### src/rtl/conv_output_stage.sv
// Output stage for the conv33 datapath: per-lane rounding shift, optional ReLU and
// saturation, followed by a first-word-fall-through FIFO with frame marking.
module conv_output_stage #(
  parameter int ACC_WIDTH = 20,
  parameter int OUT_WIDTH = 8,
  parameter int CH        = 4,
  parameter int DEPTH     = 16,
  parameter int SW        = $clog2(ACC_WIDTH)
) (
  input  logic                      clk,
  input  logic                      rst,
  input  logic                      in_valid,
  output logic                      in_ready,
  input  logic [CH*ACC_WIDTH-1:0]   in_data,
  input  logic                      cfg_relu,
  input  logic [SW-1:0]             cfg_shift,
  input  logic [15:0]               cfg_frame_len,
  output logic                      out_valid,
  input  logic                      out_ready,
  output logic [CH*OUT_WIDTH-1:0]   out_data,
  output logic                      out_last,
  output logic [$clog2(DEPTH):0]    fifo_count,
  output logic                      sat_flag
);

  localparam int AW = $clog2(DEPTH);
  localparam int CW = AW + 1;

  localparam logic signed [ACC_WIDTH:0] SAT_MAX =
    {{(ACC_WIDTH-OUT_WIDTH+2){1'b0}}, {(OUT_WIDTH-1){1'b1}}};
  localparam logic signed [ACC_WIDTH:0] SAT_MIN =
    {{(ACC_WIDTH-OUT_WIDTH+2){1'b1}}, {(OUT_WIDTH-1){1'b0}}};

  // Returns {clipped, quantised lane}; ReLU clamping is not reported as clipping.
  function automatic logic [OUT_WIDTH:0] quant(
    input logic signed [ACC_WIDTH-1:0] acc,
    input logic [SW-1:0]               sh,
    input logic                        relu
  );
    logic signed [ACC_WIDTH:0] v;
    logic signed [ACC_WIDTH:0] rnd;
    logic                      clip;
    logic [OUT_WIDTH-1:0]      q;
    v    = {acc[ACC_WIDTH-1], acc};
    rnd  = '0;
    clip = 1'b0;
    if (sh != '0) begin
      rnd = (ACC_WIDTH+1)'(1) <<< (sh - SW'(1));
      v   = (v + rnd) >>> sh;
    end else begin
      v = v;
    end
    if (relu && v[ACC_WIDTH]) begin
      v = '0;
    end else begin
      v = v;
    end
    if (v > SAT_MAX) begin
      q    = SAT_MAX[OUT_WIDTH-1:0];
      clip = 1'b1;
    end else if (v < SAT_MIN) begin
      q    = SAT_MIN[OUT_WIDTH-1:0];
      clip = 1'b1;
    end else begin
      q = v[OUT_WIDTH-1:0];
    end
    return {clip, q};
  endfunction

  logic                    s1_valid_r;
  logic [CH*OUT_WIDTH-1:0] s1_data_r;
  logic                    s1_sat_r;
  logic [CH*OUT_WIDTH-1:0] q_data_s;
  logic                    q_sat_s;
  logic [OUT_WIDTH:0]      lane_q_s;
  logic [AW-1:0]           wr_ptr_r;
  logic [AW-1:0]           rd_ptr_r;
  logic [CW-1:0]           count_r;
  logic [15:0]             frame_cnt_r;
  logic                    sat_r;
  logic                    accept_s;
  logic                    rd_en_s;
  logic [CH*OUT_WIDTH-1:0] mem_r [DEPTH];

  // Space check counts the beat in s1 so the FIFO can never overflow.
  assign in_ready   = ({1'b0, count_r} + {{CW{1'b0}}, s1_valid_r}) < (CW+1)'(DEPTH);
  assign accept_s   = in_valid && in_ready;
  assign out_valid  = (count_r != '0);
  assign rd_en_s    = out_valid && out_ready;
  assign out_data   = mem_r[rd_ptr_r];
  assign out_last   = out_valid && (cfg_frame_len != 16'd0) &&
                      (frame_cnt_r == (cfg_frame_len - 16'd1));
  assign fifo_count = count_r;
  assign sat_flag   = sat_r;

  // Quantise every lane of the incoming beat.
  always_comb begin
    q_data_s = '0;
    q_sat_s  = 1'b0;
    lane_q_s = '0;
    for (int k = 0; k < CH; k++) begin
      lane_q_s = quant(in_data[k*ACC_WIDTH +: ACC_WIDTH], cfg_shift, cfg_relu);
      q_data_s[k*OUT_WIDTH +: OUT_WIDTH] = lane_q_s[OUT_WIDTH-1:0];
      q_sat_s = q_sat_s | lane_q_s[OUT_WIDTH];
    end
  end

  // Quantise stage register.
  always_ff @(posedge clk) begin
    if (rst) begin
      s1_valid_r <= 1'b0;
      s1_sat_r   <= 1'b0;
    end else begin
      s1_valid_r <= accept_s;
      if (accept_s) begin
        s1_data_r <= q_data_s;
        s1_sat_r  <= q_sat_s;
      end
    end
  end

  // FIFO storage; contents need no reset since count gates visibility.
  always_ff @(posedge clk) begin
    if (s1_valid_r) begin
      mem_r[wr_ptr_r] <= s1_data_r;
    end
  end

  // Pointers, occupancy, frame position and sticky saturation.
  always_ff @(posedge clk) begin
    if (rst) begin
      wr_ptr_r    <= '0;
      rd_ptr_r    <= '0;
      count_r     <= '0;
      frame_cnt_r <= 16'd0;
      sat_r       <= 1'b0;
    end else begin
      if (s1_valid_r) begin
        wr_ptr_r <= wr_ptr_r + AW'(1);
      end
      if (rd_en_s) begin
        rd_ptr_r    <= rd_ptr_r + AW'(1);
        frame_cnt_r <= out_last ? 16'd0 : (frame_cnt_r + 16'd1);
      end
      case ({s1_valid_r, rd_en_s})
        2'b10:   count_r <= count_r + CW'(1);
        2'b01:   count_r <= count_r - CW'(1);
        default: count_r <= count_r;
      endcase
      sat_r <= sat_r | (s1_valid_r & s1_sat_r);
    end
  end

endmodule

### config.mk
export PLATFORM = sky130hd
export DESIGN_NAME = conv_output_stage
export DESIGN_NICKNAME = d
export VERILOG_FILES = /design/src/rtl/conv_output_stage.sv
export SDC_FILE = /design/constraint.sdc
export NUM_CORES = 1
export LEC_CHECK = 0
export CELL_PAD_IN_SITES_DETAIL_PLACEMENT = 1
export CELL_PAD_IN_SITES_GLOBAL_PLACEMENT = 1
export CORE_MARGIN = 2
export CORE_UTILIZATION = 33
export DETAILED_ROUTE_END_ITERATION = 10
export PLACE_DENSITY = 0.57
export SLEW_MARGIN = 30
export SYNTH_ARGS = -nofsm -noshare
export SYNTH_HDL_FRONTEND = slang
export SYNTH_SLANG_ARGS = --single-unit
### constraint.sdc
create_clock -name clk -period 13.1 [get_ports clk]
set_input_delay 1.31 -clock clk [delete_from_list [all_inputs] [get_ports clk]]
set_output_delay 1.31 -clock clk [all_outputs]
set_load 0.005 [all_outputs]
======== After elaboration in Yosys (flattened, before gate mapping) ========
Memory sizes are Yosys's and may differ from the RTL's. A register that Yosys moved wholly into a read port is not among the register bits.
Cells that the tools add are included.
Widths: inputs -> output; s select.
storage, ports and cells
  register bits after elaboration ......... 64
  memory bits (writable) .................. 512
  input bits .............................. 106
  output and inout bits ................... 41
  logic and storage cells ................. 86
  memories ................................ 1
operators by class
  add/subtract/negate cells ............... 12
  magnitude comparators ................... 9
  equality and inequality tests ........... 3
  shifts and indexed selects .............. 5
  muxes and demuxes ....................... 26
  bitwise operators ....................... 6
  reduce and logical (&&, ||, !) cells .... 13
memories
  name   words  bits a word  rd ports  clocked after Yosys merged registers in  wr ports  RTL line  text
  mem_r  16     32           1         1                                        1         83        logic [CH*OUT_WIDTH-1:0] mem_r [DEPTH];
operator list
  operator               number
  $mux 21                8
  $add 20x21->21         4
  $gt 21x8->1 const B    4
  $lt 21x8->1 const B    4
  $sshr 21x5->21         4
  $mux 8                 4
  $sshl 2x5->21 const A  1
  $add 16x1->16 const B  1
  $eq 16x16->1           1
  $mux 16                1
  $reduce_bool 16->1     1
  $sub 16x1->16 const B  1
  $mux 1                 10
  $pmux 5 s2             1
  $reduce_bool 5->1      2
  $sub 5x1->5 const B    2
  $add 4x1->4 const B    2
  $logic_and 1x1->1      8
  $mux 4                 2
  $add 5x1->6            1
  $lt 6x5->1 const B     1
  $add 5x1->5 const B    1
  $or 1x1->1             4
  $eq 2x1->1 const B     1
  5 further kinds        5

======== Logic depth before layout (Yosys ltp) ========
  word-level depth ........................ 13
  gate-level depth with buffers ........... 27
  gate-level depth less buffers ........... 18

======== Worst setup path after synthesis ========
Ideal clock, no wire load.
  path type ............................... input to register
  from .................................... input port cfg_shift[4]
  to ...................................... register s1_data_r[19] (data pin)
  library setup time ...................... 0.188 ns
  arrival time ............................ 6.605 ns
  required time ........................... 12.912 ns
  slack ................................... 6.307 ns
  cell stages on the path ................. 24
  buffers on the path ..................... 8
  cell sequence ........................... buf_2 > buf_2 > buf_2 > clkbuf_1 > buf_1 > clkbuf_1 > nand2_1 > nor2_1 > ha_1 > clkbuf_1 > a21o_1 > a21o_1 > a21o_1 > a211oi_1 > and3_1 > nor2_1 > xnor2_1 > clkbuf_1 > a21oi_1 > a311oi_1 > o2111ai_1 > nor4_1 > a31oi_1 > o41ai_1
between the ends
  longest elaborated chain between the ends .. 9
  elaborated cells between the ends (all ways) .. 11
  those cells by class .................... 2 x add/sub; 2 x order compare; 2 x shift; 3 x mux; 2 x reduce/logical
RTL lines
  item                  RTL line  text
  start, declared       16        input logic [SW-1:0] cfg_shift,
  $sub 5x1->5           48        rnd = (ACC_WIDTH+1)'(1) <<< (sh - SW'(1));
  $sshl 2x5->21         48
  $add 20x21->21        49        v = (v + rnd) >>> sh;
  $sshr 21x5->21        49
  $mux 21 (*)           47        if (sh != '0) begin
  $logic_and 1x1->1     53        if (relu && v[ACC_WIDTH]) begin
  $mux 21 (*)           53
  $lt 21x8->1           61        end else if (v < SAT_MIN) begin
  $mux 8                61
  end signal, assigned  116       s1_data_r <= q_data_s;
  end, declared         71        logic [CH*OUT_WIDTH-1:0] s1_data_r;
Every way passes the cells marked *; elsewhere a longest branch is shown, timed or not.
A chain may end at the register's enable or synchronous reset.

======== Final worst setup path ========
  from .................................... input port cfg_shift[2]
  to ...................................... register s1_data_r[5] (data pin)
The elaborated chain is that of the path after synthesis.

==> impl_metrics.yaml <==
floorplan:
  core_sq_um: 110000
  initial_utilization_pct: 33.2
  die_width_um: 337
  die_area_sq_um: 114000
  die_y_um: 337
  io_pins: 147
  rows: 122
worst_setup_path:
  path_max_fanout: 55
  cp_data_required_time_ns: 13.41
  r2r-start: "fifo_count[1]"
  worstSetupStartpoint: "cfg_shift[2]"
  critical_path_arrival_ns: 9.03
  path_class: "input port to register"
  cp_common_cell: "buf_4"
  cp_slowest_cell: "nor2_1"
  end_kind: "register"
  path_cells: "buf_4 > buf_4 > buf_4 > nand3b_1 > buf_4 > nor2_1 > ha_1 > and2_1 > and3_1 > a221o_1 > a41oi_1 > o21ai_1 > nor3_1 > o31a_1 > nor2_1 > and4b_1 > a21o_1 > or4_1 > o31ai_2 > o21ai_0"
  start_kind: "input port"
  crit_path_max_incr_delay_ns: 0.83
cts:
  cts_resized: 0
  holdBufCountCts: 0
  cts_buffer_depth: 3
  htreeDepth: 2
  cts_sinks: 580
  clk_latency_ns: 0.63
  cts_setup_buffers: 0
  cts.clk_slew.worst_paths_ns: 0.06
  cts_tree: "yes"
  cts-root-buf: "clkbuf_16"
  cts_buffers: 58
logic_synthesis:
  seq_area_frac_synth_pct: 46.5
  synth_most_common_cell: "edfxtp_1"
  synthXorXnorAreaFrac_pct: 3.55
  syn_area_per_cell_sq_um: 11.1
  synth_top_family_by_area: "compound AO/OA/AOI/OAI gates"
  synth-adder-area-share_pct: 1.79
  ys_seq_elements: 580
  synth_simple_gate_area_share_pct: 14.1
  synthArstFlopShare_pct: 0
  synth_top_area_cell: "edfxtp_1"
  netlist_instances: 3289
  synth_compound_area_share_pct: 17.5
  yosys_warnings: 0
  synth.area.mux_share_pct: 13.1
  netlist-cell-type-count: 109
  synth_common_cells: "edfxtp_1 (544), nor2_1 (262), nand2_1 (214)"
  synth_flop_cell: "edfxtp_1"
  synth_area_leaders: "edfxtp_1 (45%), mux4_2 (11%), nor2_1 (2.7%)"
  synth_area_sq_um: 36700
  syn-num-nets: 3443
  synth-edff-count: 544
  synth_top_area_share_pct: 44.6
final_layout:
  area_growth_syn_to_layout_pct: 13.7
  drive_gt1_share_pct: 14.7
  antenna_cells: 0
  nets: 3473
  fillers: 12000
  stdcell_area_sq_um: 41700
grt:
  antenna_found_initial: 5
  grt_pass1_vias: 31500
  grt_overflow: 0
  grt_max_degree: 115
  grt_usage_pct: 28.1
  grt_pass1_wl_mm: 232
timing:
  fin_worst_skew_ns: 0.0348
  setup_viol: 0
  worst_pin_slew_ns: 1.05
  drv_slew: 0
  slew_headroom_pct: 29.5
  finalSetupTns_ns: 0
  fmax_mhz: 115
  finalHoldViolations: 0
  rsz0062_at_grt: "no"
  fin_crit_ns: 8.71
  timing.final.crit_share_pct: 66.5
placement:
  io_buffers: 146
  place_congestion: 0.975
  place_area_sq_um: 39700
  hpwl_mm: 114
min_path:
  hold_class: "register to register"
  min_from: "rd_ptr_r[1]"
detailed_routing:
  wl_per_cell_um: 33.4
  dr_total_vias: 30700
  routed_wl_mm: 162
  drtIter0Drc: 3033
  dr.pass1.iters: 5
  via_per_inst: 6.32
  final_antenna_net_count: 0
  drc: 0
power_and_ir_drop:
  power_density_nw_per_um2: 125
  power_leakage_nw: 13.4
  irDropWorstVdd_mv: 0.103
run_status:
  outcome: "complete, no violations"
job:
  drv_cap: 0
-- worst max-delay path, delay by kind of cell --
family          cells  cell delay, ns
fa+ha+maj           1            0.51
simple gates        8            3.09
buf+inv             4            1.72
compound gates      7            2.24
-- cell families (layout without fill, tap and decap cells) --
kind of cell | count (synthesis) | in the layout
AOI/OAI and AO/OA | 925 | 925
xor gates and xnor gates | 147 | 147
adders and majority gates | 53 | 53
and+or+nand+nor | 1016 | 1016
muxes | 260 | 260
buffers and inverters | 308 | 386
DFF | 580 | 580
-- registers in the layout, indices dropped and copies added (netlist names), named ones only --
register / count
s1_data_r: 32
fifo_count: 5
s1_sat_r: 1
rd_ptr_r: 4
s1_valid_r: 1
wr_ptr_r: 4
sat_flag: 1
frame_cnt_r: 16
mem_r: 512
-- final timing paths --
check | to | slack, ns | cells after the start
max reg2reg | fifo_count[4] | 10.25 | 13
min | register | 0.51 | 2
min reg2reg | register | 0.51 | 2
max | s1_data_r[5] | 4.39 | 20
-- metrics by stage --
step	power, mW	utilization [%]	worst slack [ns]	instances	hold WS [ns]
2_1_floorplan	3.04	-	6.31	3289	0.460
4_1_cts	5.27	37.8	4.56	4855	0.508
6_report	5.23	37.8	4.39	4855	0.507
3_3_place_gp	3.54	35.9	4.11	4746	0.481
5_1_grt	5.43	37.8	4.18	4855	0.542
3_5_place_dp	3.58	36.0	3.91	4747	0.496
-- layout make-up --
cell class,instances,area [sq um],share of cell area (%)
Tap cell,1488,1860,4.47
Clock buffer,76,1600,3.84
Clock inverter,32,368,0.882
Timing Repair Buffer,230,2120,5.09
Inverter,48,180,0.432
Sequential cell,580,17100,40.9
Multi-Input combinational cell,2401,18500,44.4
-- where the power goes --
group	internal [mW]	total (mW)	leakage [nW]	switching, mW
clock network	0.985	1.69	0.964	0.710
logic	0.626	1.37	7.26	0.747
registers	2.08	2.16	5.15	0.0808
total	3.69	5.23	13.4	1.54
-- per-layer routing --
| metal | vias to the layer above | track usage, % | share of wire, % |
|---|---|---|---|
| li1 | 13100 | - | - |
| met1 | 16000 | 38.0 | 43 |
| met2 | 1200 | 46.0 | 47 |
| met3 | 300 | 3.14 | 5.5 |
| met4 | 2 | 11.7 | 4.6 |
| met5 | - | 0 | 0.0080 |
-- layout by cell type, fill, tap and decap left out, types with 44 or more instances in the layout --
master	synthesis	layout
xnor2_1	94	94
nor2_1	262	254
nand2_1	214	213
a21oi_1	184	184
xor2_1	52	52
a211oi_1	65	65
a31oi_1	45	45
o211ai_1	58	58
clkdlybuf4s50_1	0	141
mux2i_1	59	59
ha_1	47	47
o21ai_0	172	172
nor3_1	96	95
clkbuf_16	0	60
inv_1	46	44
mux4_2	174	174
nand3_1	96	96
buf_4	5	83
edfxtp_1	544	544
Note: power is estimated with default switching activity, not from simulation.
